**src/rtl/flag_branch_unit.sv**
```systemverilog
// Architectural N/V/Z flag register, branch condition evaluation with optional
// same-cycle flag bypass, and saturating branch statistics counters.
module flag_branch_unit #(
    parameter bit FWD_EN = 1'b1,
    parameter int CNT_W  = 16
) (
    input  logic             clk,
    input  logic             rst,
    input  logic             stall,
    input  logic             flush,
    input  logic [2:0]       alu_flag,
    input  logic [2:0]       flag_we,
    input  logic             br_valid,
    input  logic [2:0]       br_ccc,
    output logic [2:0]       flags_q,
    output logic             br_taken,
    output logic [CNT_W-1:0] br_eval_cnt,
    output logic [CNT_W-1:0] br_taken_cnt
);

    localparam logic [CNT_W-1:0] CNT_MAX = '1;
    localparam logic [CNT_W-1:0] CNT_ONE = {{(CNT_W-1){1'b0}}, 1'b1};

    logic             upd;
    logic             br_upd;
    logic [2:0]       eff;
    logic [2:0]       flags_d;
    logic [CNT_W-1:0] eval_cnt_q, eval_cnt_d;
    logic [CNT_W-1:0] taken_cnt_q, taken_cnt_d;

    function automatic logic [CNT_W-1:0] sat_inc(input logic [CNT_W-1:0] v);
        return (v == CNT_MAX) ? v : v + CNT_ONE;
    endfunction

    // f is {N,V,Z}
    function automatic logic cond_eval(input logic [2:0] ccc, input logic [2:0] f);
        logic n, v, z;
        n = f[2];
        v = f[1];
        z = f[0];
        case (ccc)
            3'b000:  return ~z;
            3'b001:  return z;
            3'b010:  return ~z & ~n;
            3'b011:  return n;
            3'b100:  return z | (~z & ~n);
            3'b101:  return n | z;
            3'b110:  return v;
            default: return 1'b1;
        endcase
    endfunction

    assign upd    = ~stall & ~flush;
    // Reset also masks the combinational decision, not just the state update.
    assign br_upd = upd & ~rst;

    always_comb begin
        eff     = flags_q;
        flags_d = flags_q;
        for (int i = 0; i < 3; i++) begin
            if (upd && flag_we[i]) begin
                flags_d[i] = alu_flag[i];
                if (FWD_EN) eff[i] = alu_flag[i];
            end
        end
    end

    assign br_taken = br_valid & br_upd & cond_eval(br_ccc, eff);

    always_comb begin
        eval_cnt_d  = eval_cnt_q;
        taken_cnt_d = taken_cnt_q;
        if (br_valid && upd) begin
            eval_cnt_d = sat_inc(eval_cnt_q);
            if (br_taken) taken_cnt_d = sat_inc(taken_cnt_q);
        end
    end

    always_ff @(posedge clk) begin
        if (rst) begin
            flags_q     <= 3'b000;
            eval_cnt_q  <= '0;
            taken_cnt_q <= '0;
        end else begin
            flags_q     <= flags_d;
            eval_cnt_q  <= eval_cnt_d;
            taken_cnt_q <= taken_cnt_d;
        end
    end

    assign br_eval_cnt  = eval_cnt_q;
    assign br_taken_cnt = taken_cnt_q;

endmodule

```
**config.mk**
```make
export PLATFORM = sky130hd
export DESIGN_NAME = flag_branch_unit
export DESIGN_NICKNAME = d
export VERILOG_FILES = /design/src/rtl/flag_branch_unit.sv
export SDC_FILE = /design/constraint.sdc
export NUM_CORES = 1
export LEC_CHECK = 0
export CORE_ASPECT_RATIO = 0.8
export CORE_UTILIZATION = 40
export DETAILED_ROUTE_END_ITERATION = 8
export GPL_ROUTABILITY_DRIVEN = 0
export PLACE_DENSITY = 0.69
export SYNTH_ARGS = -nofsm -noshare
export SYNTH_HDL_FRONTEND = slang
export SYNTH_SLANG_ARGS = --single-unit
export TNS_END_PERCENT = 100
```
**constraint.sdc**
```tcl
create_clock -name clk -period 4.5 [get_ports clk]
set_input_delay 1.35 -clock clk [delete_from_list [all_inputs] [get_ports clk]]
set_output_delay 1.35 -clock clk [all_outputs]
set_load 0.02 [all_outputs]
```
# After elaboration in Yosys (flattened, before gate mapping)
# Cells that the tools add are included.
[word_totals] output_inout_bits=36 word_cells=38 in_bits=14 regBits=35
[classes] n_eq_ne=8 add_sub_neg=2 bitwise=14 reduce_logical=7 muxes=4
[op_table] cell="$add A16 B1 Y16 const B" n=2
[op_table] cell="$eq A16 B16 Y1 const B" n=2
[op_table] cell="$eq A3 B3 Y1 const B" n=3
[op_table] cell="$not A1 Y1" n=7
[op_table] cell="$pmux W1 S7" n=1
[op_table] cell="$eq A3 B2 Y1 const B" n=2
[op_table] cell="$and A1 B1 Y1" n=5
[op_table] cell="$logic_and A1 B1 Y1" n=4
[op_table] cell="$eq A3 B1 Y1 const B" n=1
[op_table] cell="$logic_not A3 Y1" n=1
[op_table] cell="$mux W1" n=3
[op_table] cell="$reduce_and A3 Y1" n=1
[op_table] cell="$or A1 B1 Y1" n=2
[op_table] cell="$reduce_and A2 Y1" n=1

# Depth between registers and ports, before layout
# Gate-level depths: netlist (run 1).
[logic_depth] word_depth=10 mapped_depth=10 depth_no_buf=7

# Least setup slack after synthesis (run 1)
# No wires, ideal clock.
[synth_path] kind="in2out" start="input stall" end="output br_taken" n_path_buf=2 arrival_ns=3.184 setup_slack_ns=-0.034 required_ns=3.150 cell_stages=8 path_cell_list="nor3b_1 -> mux2_4 -> a211oi_2 -> a31oi_1 -> o22a_2 -> buf_6 -> buf_6 -> nor3_1"
[synth_via] elab_chain_len=9 word_cells_on_any_way=17 classes_between="mux (4); bitwise (10); reduce/logical (3)"
[synth_rtl] item="from (decl)" line_no="9" rtl="input logic stall,"
[synth_rtl] item="$not A1 Y1 *" line_no="53" rtl="assign upd = ~stall & ~flush;"
[synth_rtl] item="$and A1 B1 Y1 *" line_no="53"
[synth_rtl] item="$logic_and A1 B1 Y1" line_no="61" rtl="if (upd && flag_we[i]) begin"
[synth_rtl] item="$mux W1" line_no="61"
[synth_rtl] item="$not A1 Y1 (on tied branches)" line_no="42, 44, 46"
[synth_rtl] item="$and A1 B1 Y1" line_no="44, 46"
[synth_rtl] item="$or A1 B1 Y1" line_no="46" rtl="3'b100: return z | (~z & ~n);"
[synth_rtl] item="$pmux W1 S7" line_no="41" rtl="case (ccc)"
[synth_rtl] item="$and A1 B1 Y1 *" line_no="68" rtl="assign br_taken = br_valid & br_upd & cond_eval(br_ccc, eff);"
[synth_rtl] item="to (decl)" line_no="16" rtl="output logic br_taken,"
# Mark *: on every way between the ends. The rest lies on a longest branch, timed or not.

# Final worst setup path (run 1)
[layout_path] start="input flag_we[0]" end="output br_taken"
[layout_via] elab_chain_len=7 word_cells_on_any_way=8 classes_between="mux (2); bitwise (5); reduce/logical (1)"
[layout_rtl] item="from (decl)" line_no="12" rtl="input logic [2:0] flag_we,"
[layout_rtl] item="$logic_and A1 B1 Y1 *" line_no="61"
[layout_rtl] item="$mux W1 *" line_no="61"
[layout_rtl] item="$not A1 Y1" line_no="42, 44, 46"
[layout_rtl] item="$and A1 B1 Y1" line_no="44, 46"
[layout_rtl] item="$or A1 B1 Y1" line_no="46"
[layout_rtl] item="$pmux W1 S7 *" line_no="41"
[layout_rtl] item="$and A1 B1 Y1 *" line_no="68"
# Marked as above.

==> results of run 1 <==
[how the worst min path moves through the flow]
stage | startpoint | end | slack, ns | cells past startpoint
6_report | br_taken_cnt[7]$_SDFFE_PP0P_ | br_taken_cnt[7]$_SDFFE_PP0P_ | 0.49 | 2
3_5_place_dp | br_taken_cnt[7]$_SDFFE_PP0P_ | br_taken_cnt[7]$_SDFFE_PP0P_ | 0.48 | 2
4_1_cts | br_taken_cnt[7]$_SDFFE_PP0P_ | br_taken_cnt[7]$_SDFFE_PP0P_ | 0.49 | 2
5_1_grt | br_taken_cnt[7]$_SDFFE_PP0P_ | br_taken_cnt[7]$_SDFFE_PP0P_ | 0.52 | 2
2_1_floorplan | br_eval_cnt[1]$_SDFFE_PP0P_ | br_eval_cnt[1]$_SDFFE_PP0P_ | 0.56 | 2
3_3_place_gp | br_taken_cnt[7]$_SDFFE_PP0P_ | br_taken_cnt[7]$_SDFFE_PP0P_ | 0.48 | 2
[report_power, final]
group	internal [mW]	switching (mW)
Combinational	0.0271	0.0323
Sequential	0.312	0.00199
Clock	0.179	0.117
[cells in the mapped netlist, types with 2 or more instances]
master	n
dfxtp_1	35
nor2_1	24
nand3_1	17
a21oi_1	15
o31ai_1	12
or4_1	12
nand2_1	10
xor2_1	10
and3_1	7
nand4_1	7
inv_1	6
clkbuf_1	4
o21ai_0	4
buf_6	3
mux2i_1	3
nand2b_1	3
nor3_1	3
nor3b_1	3
or3_1	3
and2_1	2
buf_2	2
ha_1	2
mux2_2	2
nor2b_1	2
nor4_1	2
xnor2_1	2
[layer usage]
layer,global-route usage (%),part of all wire (%),vias up
met5,0,0,-
met4,10.7,1.9,0
met3,4.89,5.7,8
met2,29.2,42,42
met1,26.7,51,800
li1,-,-,883
[worst reg2reg max path: cells and delay by family, from the launching register on]
kind             cells  cell delay [ns]
AND/OR/NAND/NOR      6             1.87
AO/OA/AOI/OAI        1             0.16
flip-flops           1             0.34
[layout make-up]
cell class / count / area, um2 / area share (%)
well taps: 57 / 71.3 / 2.87
multi-input cells: 158 / 1040 / 41.7
repair buffers: 57 / 539 / 21.7
inverters: 6 / 22.5 / 0.905
clock buffers: 6 / 82.6 / 3.32
flip-flops and latches: 35 / 701 / 28.2
clock inverters: 2 / 35.0 / 1.41
[cell families (layout without fill, tap and decap cells)]
| family | after synthesis | after routing |
|---|---|---|
| flip-flops | 35 | 35 |
| buffers and inverters | 16 | 71 |
| multiplexers | 6 | 6 |
| adder cells (fa/ha/maj) | 2 | 2 |
| AND/OR/NAND/NOR | 100 | 100 |
| AO/OA/AOI/OAI | 38 | 38 |
| XOR/XNOR | 12 | 12 |
[sequential cells by signal (all words and copies together), names as in the netlist]
name          flops
br_eval_cnt      16
br_taken_cnt     16
flags_q           3
[what timing repair did]
action                     4_1_cts  5_1_grt
pin swaps                        6        3
resized for setup               13        8
setup buffers                    2        0
cloned                           0        0
setup endpoints to repair        1        1
[layout by cell type, fill, tap and decap left out, types with 4 or more instances in the layout]
cell type	instances
inv_1	6
clkdlybuf4s50_1	44
nor2_1	24
nand2_1	10
buf_4	9
o31ai_1	12
or4_1	12
nand3_1	17
xor2_1	10
clkbuf_8	6
dfxtp_1	35
nand4_1	7
o21ai_0	4
a21oi_1	15
and3_1	7
[per-stage QoR]
stage                     utilization (%)  instances  instance area, um2  setup WS, ns  TNS, ns
final                                58.8        321                2490        0.0840        0
after global routing                 58.8        321                2490      0.000150        0
after CTS                            58.5        321                2470       0.00956        0
after detailed placement             55.0        311                2330        -0.610   -0.610
after global placement               55.0        311                2330        -0.567   -0.567
after floorplan                         -        209                1780         0.136        0
==> impl_results.md, run 1 <==
* Outcome: complete, no violations
* Critical Path End: br_taken
* Syn_nets at around 230
* Min-delay worst type: register to register
* Synth area leaders: dfxtp_1 39%, nor2_1 5.1%, o31ai_1 5.1%
* Clock transition at path regs at about 0.080 ns
* Vias at 1733
* CTS tree: built
* Final period util at between 90% and 100%
* Largest net degree at the start of global routing at 38
* Row count at 21
* Buf/Inv on CP at 3
* # diodes at 0
* Worst Path Arrival at around 3 ns
* Final Net Count at between 200 and 300
* Htree depth at 2
* Chip Height at a little over 60 um
* Worst path depth at 9
* Tightest Pin Transition at around 0.76 ns
* Final hold violation count at 0
* Top cell by count, worst path: buf_4
* Synthesis-to-finish area growth at 40.0%
* Crit start category: primary input
* Mux cell area share after synthesis at about 3.8%
* Tmin final at 4.42 ns
* Synth Area in Adders at 1.41%
* Slew Limit Fails at 0
* Distinct cells, synth at 40
* Synthesized cell area at 1780 um2
* Reg2reg start: br_taken_cnt[4]$_SDFFE_PP0P_
* Max incr delay on CP at approximately 0.33 ns
* Crit-path slowest cell: mux2_4
* Crit path kind: primary input to output pin
* Core ar. at about 4200 um2
* Hold Buf Count CTS at 0
* Detailed-route wire length per cell at between 10 and 15 um
* Compound-cell area share of the yosys netlist at between 10 and 15%
* Top_reg_cell synth: dfxtp_1
* First-pass GRT wire length at 7180 um
* P per Cell Area at between 200 and 300 nW/um2
* Worst R2R Setup Slack at ~2.1 ns
* Post-Synthesis Cells at between 200 and 250
* Total grt overflow at 0
* Port Buffer Count at between 40 and 50
* Fmax at around 230 MHz
* Worst Setup SP: flag_we[0]
* Root buffer selected by CTS: clkbuf_8
* Vias in the first global route at approximately 1500
* Worst clock skew at ~0.0093 ns
* Largest family of logic cells by synthesized area: simple AND/OR/NAND/NOR gates
* Worst-skew pair later-pin latency at approximately 0.29 ns
* Reg2Reg Depth at 7
* Ys async rst share at 0%
* Total CTS buffers at 5
* Total power at around 0.67 mW
* Unrepaired setup endpoints after global routing: no
* Final Setup Violations at 0
* Pleak at roughly 0.87 nW
* Antenna-violating nets left at 0
* Synth Area in XOR/XNOR at around 5.9%
* Synthesized flop and latch total at 35
* Die width at 76.5 um
* Number of enable flip-flop cells after synthesis at 0
* Die area at between 4000 and 5000 um2
* Critical Path RT at 3.15 ns
* Initial antenna violation count at 0
* FF-to-FF End: br_taken_cnt[6]$_SDFFE_PP0P_
* I/O Pins at 50
* Drc violations at 0
* Tot GR Track Use at 19.7%
* Number of max-cap violations at 0
* Post-Route WL at between 4000 and 5000 um
* CP max FO at 3
* Hpwl dp at between 2000 and 3000 um
* Layout cells sized above 1 at roughly 13%
* Synth warn at 0
* Register area share after synthesis at between 30% and 40%
* Endpoint class of the critical path: output pin
* Slew headroom at roughly 49%
* Delay-heaviest family, CP: compound AO/OA/AOI/OAI gates
* CP cell instances: dlygate4sd2_1 -> nor3b_4 -> mux2_4 -> buf_4 -> a211oi_2 -> a31oi_2 -> o22a_2 -> nor3_2 -> buf_4
* Synth area leader: dfxtp_1
* Initial Utilization at between 40% and 50%
* Simple-gate portion of the synthesized area at between 30 and 40%
* Num Clock Sinks at 35
* Area share of the largest cell type after synthesis at roughly two fifths
* Hold slack at 0.487 ns
* Worst-case vdd ir drop at about 0.15 mV
* DRC marker count from the first detailed-route iteration at 74
* Filler instances at 385
* Vias/cell at 5.40
* Clock Path Buffers at 2
* Router iterations before antenna repair at 4
* Syn Area/Cell at between 8 and 9 um2
Note: power is estimated with default switching activity, not from simulation.
==> run 2: changes to the inputs <==
DONT_BUFFER_PORTS = 1   (was unset)
PLACE_DENSITY = unset   (was 0.69)
clock period = 5.6 ns   (was 4.5 ns; I/O delays follow)
==> run 2 against run 1 <==
  * Highest routed layer unchanged
  * Global-route usage fell by 2.9 points
  * Register-to-register slack better by 0.99 ns
  * Clock-buffer cell count up 2
  * Critical endpoint unchanged
==> impl_results.md, run 2 (synthesis results as in run 1) <==
* Outcome: complete, no violations
* P per Cell Area at around 250 nW/um2
* DRC marker count from the first detailed-route iteration at 47
* Initial Utilization at between 40% and 50%
* Filler instances at 428
* Layout cells sized above 1 at about 8.1%
* Final period util at 86.9%
* Unrepaired setup endpoints after global routing: no
* Vias at approximately 1500
* Die area at around 4700 um2
* Psw at ~0.11 mW
* Chip Height at around 62 um
* Antenna-violating nets left at 0
* Min-delay worst type: register to register
* Tmin final at a little under 5 ns
* Post-Route WL at about 3800 um
* Final Setup Violations at 0
* Delay-heaviest family, CP: compound AO/OA/AOI/OAI gates
* Clock power share at 42.5%
* Seq pwr share at a little over half
* Critical Path RT at a little under 4 ns
* PostCTS Resize Cnt at 0
* First-pass GRT wire length at 6020 um
* Slew headroom at about half
* # diodes at 0
* Worst-case vdd ir drop at between 0.1 and 0.15 mV
* I/O Pins at 50
* CP max FO at 5
* Crit path kind: primary input to output pin
* Num Clock Sinks at 35
* CTS tree: built
* Worst-skew pair later-pin latency at approximately 0.28 ns
* Core ar. at around 4200 um2
* Number of max-cap violations at 0
* Crit-path slowest cell: mux2_4
* Worst Path Arrival at around 3.2 ns
* Total CTS buffers at 5
* Clock Path Buffers at 2
* Tightest Pin Transition at 0.750 ns
* Total grt overflow at 0
* Buf/Inv on CP at 1
* Sw frac at ~23%
* Worst path depth at 7
* Root buffer selected by CTS: clkbuf_8
* Critical Path End: br_taken
* Router iterations before antenna repair at 4
* Crit start category: primary input
* Pleak at 0.630 nW
* Detailed-route wire length per cell at between 10 and 15 um
* Max incr delay on CP at between 0.3 and 0.4 ns
* Vias in the first global route at about 1300
* Tot GR Track Use at around 17%
* Largest net degree at the start of global routing at 39
* Most frequent cells in the layout: 35 x dfxtp_1, 24 x nor2_1, 17 x nand3_1, 15 x a21oi_1
* Most common cell after layout, fill and taps aside: dfxtp_1
* Vias/cell at 5.61
* Reg2Reg Depth at 7
* FF-to-FF End: br_taken_cnt[7]$_SDFFE_PP0P_
* Die width at 76.5 um
* Fmax at between 200 and 250 MHz
* Combinational power share at about 4.4%
* Htree depth at 2
* Int Power at approximately 0.37 mW
* Reg2reg start: br_taken_cnt[3]$_SDFFE_PP0P_
* Worst clock skew at 0.00643 ns
* Worst R2R Setup Slack at between 3 and 4 ns
* Hold Path Depth at 2
* Endpoint class of the critical path: output pin
* Slew Limit Fails at 0
* Post-CTS setup buffers at 0
* Drc violations at 0
* Hold Buf Count CTS at 0
* Synthesis-to-finish area growth at 6.97%
* Initial antenna violation count at 0
* Final setup TNS at 0 ns
* CP cell instances: nor3b_1 -> mux2_4 -> a211oi_2 -> a31oi_1 -> o22a_2 -> nor3_1 -> buf_4
* Clock transition at path regs at ~0.070 ns
* Final hold violation count at 0
* Port Buffer Count at 0
* Total power at about 0.48 mW
* Worst Setup SP: stall
* Final Net Count at around 220
* Row count at 21
* Hpwl dp at between 2000 and 3000 um
run 2: cell count changes in the layout (fill, tap and decap cells not counted), sizes merged:
cell and delta:
clkinv -1, buf -7, clkdlybuf4s50 -44, bufinv -1, dlygate4sd2 -1, dlymetal6s2s -1
run 2: metal layers:
metal,GRT usage (%),vias to the layer above,share of wire (%)
li1,-,762,-
met1,22.1,695,52
met2,24.3,31,41
met3,6.22,5,6.0
met4,8.52,0,1.3
met5,0,-,0
run 2: stage by stage:
step / instance area (um2) / worst slack, ns / utilization, % / instances / hold WS (ns)
after floorplan: 1780 / 0.406 / - / 209 / 0.558
after global placement: 1800 / 0.725 / 42.6 / 258 / 0.577
after detailed placement: 1800 / 0.736 / 42.6 / 258 / 0.582
after CTS: 1900 / 0.722 / 45.0 / 266 / 0.594
after global routing: 1900 / 0.620 / 45.0 / 266 / 0.625
final: 1900 / 0.734 / 45.0 / 266 / 0.589
run 2: how the worst min path moves through the flow:
stage,from,endpoint,slack (ns)
after CTS,br_taken_cnt[5]$_SDFFE_PP0P_,br_taken_cnt[5]$_SDFFE_PP0P_,0.59
after global routing,br_taken_cnt[7]$_SDFFE_PP0P_,br_taken_cnt[7]$_SDFFE_PP0P_,0.63
final,br_taken_cnt[5]$_SDFFE_PP0P_,br_taken_cnt[5]$_SDFFE_PP0P_,0.59
after floorplan,br_eval_cnt[1]$_SDFFE_PP0P_,br_eval_cnt[1]$_SDFFE_PP0P_,0.56
after detailed placement,br_taken_cnt[5]$_SDFFE_PP0P_,br_taken_cnt[5]$_SDFFE_PP0P_,0.58
after global placement,br_taken_cnt[5]$_SDFFE_PP0P_,br_taken_cnt[5]$_SDFFE_PP0P_,0.58
run 2: power by group through the flow:
stage / combinational (mW) / clock [mW] / sequential [mW]
final: 0.0212 / 0.204 / 0.254
after CTS: 0.0213 / 0.211 / 0.254
after global routing: 0.0237 / 0.223 / 0.254
after detailed placement: 0.0212 / 0 / 0.260
after global placement: 0.0210 / 0 / 0.260
after floorplan: 0.0249 / 0 / 0.259
run 2: layout make-up:
type / instances / area (um2) / share of cell area, %
clock buffer: 8 / 100 / 5.26
inverter: 6 / 22.5 / 1.18
multi-input combinational: 158 / 992 / 52.2
sequential: 35 / 701 / 36.8
tap: 57 / 71.3 / 3.75
timing repair buffer: 2 / 15.0 / 0.789
run 2: worst min-delay path: stages, from the launching register on:
cell	delay [ns]
dfxtp_1	0.39
o31ai_1	0.10
a21oi_1	0.06
==> RTL edit: new RTL, flow settings as in run 1 <==
Reset style: asynchronous (`rst`), changed in one clocked block.
--- a/src/rtl/flag_branch_unit.sv
+++ b/src/rtl/flag_branch_unit.sv
@@ -77,5 +77,5 @@
     end
 
-    always_ff @(posedge clk) begin
+    always_ff @(posedge clk or posedge rst) begin
         if (rst) begin
             flags_q     <= 3'b000;
Behaviour: differs if rst is asserted again (counterexample within 4 cycles, from zero or initial values and one cycle with rst high); with rst held inactive, the same outputs for 10 cycles.
==> RTL edit against run 1 <==
Design area up 1.6%; synthesized area grew 0.84%; clock skew decreased by 4.1 ps; setup slack improved by 13 ps; routed wire length down 8.7%; sequential cell count is the same; highest routed layer unchanged.
Power is not compared: it rests on default switching activity, and its combinational part moved more than twofold at a synthesized area within 25%.
==> RTL edit: results (changes against run 1) <==
| Item | Reported | Change |
|:---|:---|:---|
| Run status | completed |  |
| Worst min-delay path category | flip-flop to flip-flop |  |
| Instance count after placement with tap cells included | 271 | -13% |
| Post-synthesis cell type count | 35 | -13% |
| Async set or reset register ratio after synthesis | 100.0% | +100 points |
| Number of global-route vias before repair | 1,308 | -12% |
| CP max stage delay | 460 ps | +130 ps |
| Data arrival time of the worst path | 3050 ps | -20 ps |
| HPWL after DPL | 2956 µm | +1.8% |
| Worst path slowest cell | clkdlybuf4s50_1 |  |
| Worst-margin pin slew | 600.4 ps | -162.1 ps |
| Mean instance size in the synthesized netlist | 11.35 µm² | +33% |
| Largest net degree at the start of global routing | 37 | -2.6% |
| Cell area after placement | 2404 µm² | +3.3% |
| Per-cell routed wire length | 14.17 µm | +5.0% |
| Endpoint of the worst-slack reg-to-reg timing path | br_eval_cnt[13] |  |
| Leading cell types by count after synthesis | dfrtp_1, xor2_1, nand2_1 |  |
| Maximum clock path buffer count | 2 | unchanged |
| Total CTS buffers | 5 | unchanged |
| Post-placement setup slack | -578.3 ps | +31.28 ps |
| Routed Wire Length | 3954 µm | -8.7% |
| Top delay family on crit path | buffers and inverters |  |
| Count of port buffers added during placement | 49 | unchanged |
| Warnings from Yosys | 0 | unchanged |
| Number of vias in the routed layout | 1,405 | -19% |
| Worst r2r path cells | 6 | -1 |
| Worst skew pair latency | 270 ps | -20 ps |
| Critical hold path startpoint | br_taken_cnt[6] |  |
| Share of cells above drive strength 1 | 16.67% | +4.2 points |
| Worst setup skew after layout | 5.178 ps | -4.138 ps |
| Startpoint of the lowest-slack register-to-register path | br_eval_cnt[10] |  |
| Final net count | 237 | -15% |
| Number of cells traversed by the worst hold path | 1 | -1 |
| Clock transition at path regs | 70 ps |  |
| Sequential element share of the synthesized area | 48.85% | +9.4 points |
| Global-route wire length before repair | 6230 µm | -13% |
| Worst Hold Margin | 483.5 ps | -3.232 ps |
| Static leakage | 1.110 nW |  |
| Detailed Route Iter0 Violations | 70 | -5.4% |
| Setup slack of the most critical reg-to-reg path | 2380 ps | +320 ps |
| Largest cells by area after synthesis | dfrtp_1, xor2_1, xnor2_1, nor3_2, nand3_1 |  |
| Max-slew violations | 0 | unchanged |
| Gr usage total | 17.28% | -2.4 points |
| Clock root cell | clkbuf_8 |  |
| CTS H-Tree Depth | 2 | unchanged |
| Worst min-delay path endpoint | br_taken_cnt[6] |  |
| N_diodes | 0 | unchanged |
| Number of nets produced by synthesis | 174 | -23% |
| Worst vdd rail ir drop | 0.2350 mV |  |
| Initial antenna violation count | 0 | unchanged |
| First drt pass iteration count | 4 | unchanged |
| Largest fanout on the critical path | 2 | -1 |
## RTL edit: cell types whose count changed in the layout (fill, tap and decap cells not counted), moves of 4 or more
cell     change
dfrtp_1     +35
dfxtp_1     -35
nor2_1      -17
a21oi_1     -15
o31ai_1     -12
or4_1       -11
xnor2_1     +10
xor2_1       +8
nand3_1      -7
nor3_2       +5
o21ai_0      -4
## RTL edit: kinds of logic (layout without fill, tap and decap cells)
group,Yosys count,in the layout,share of synthesized area [%]
xor+xnor,30,30,14.65
compound gates,12,12,7.956
flops,35,35,48.85
mux,3,3,1.814
simple gates,71,71,23.87
fa+ha+maj,2,2,1.395
buf+inv,5,69,1.465
## RTL edit: where the power goes
group	total, mW	leakage [nW]	switching (mW)	internal [mW]
Clock	0.210	0.0477	0.105	0.106
Sequential	0.406	0.466	0.0529	0.353
Combinational	0.250	0.596	0.123	0.127
## RTL edit: cell type report
class	count	area, µm²
fillers	380	1702
flip-flops and latches	35	875.8
well taps	57	71.32
clock inverters	3	15.01
inverters	4	15.01
multi-input cells	118	939.7
repair buffers	57	543.0
clock buffers	5	68.82
## RTL edit: metal layers
| layer | global-route usage, % | routed length, µm |
|---|---|---|
| met1 | 24.36 | 1931 |
| met2 | 27.17 | 1834 |
| met3 | 3.796 | 158 |
| met4 | 4.945 | 29 |
| met5 | 0 | 0 |
## RTL edit: worst register-to-register path, cell delays in order, from the launching register on
cell,delay [ps]
dfrtp_1,440
and4_1,250
and3_1,230
a2111oi_0,560
and2_1,260
nand4_1,120
xnor2_1,140
## RTL edit: worst max path at each step
stage               start       end  slack (ps)  depth (start not counted)
6_report       flag_we[1]  br_taken         100                          7
5_1_grt             stall  br_taken           8                          7
4_1_cts        flag_we[1]  br_taken         100                          7
3_5_place_dp        stall  br_taken        -580                          8
3_3_place_gp        stall  br_taken        -550                          8
2_1_floorplan       stall  br_taken         200                          6
## RTL edit: timing repair
item / CTS / global route
hold buffers: 0 / 0
setup buffers: 1 / 0
endpoints found under the setup margin: 1 / 0
resized for setup: 18 / 0
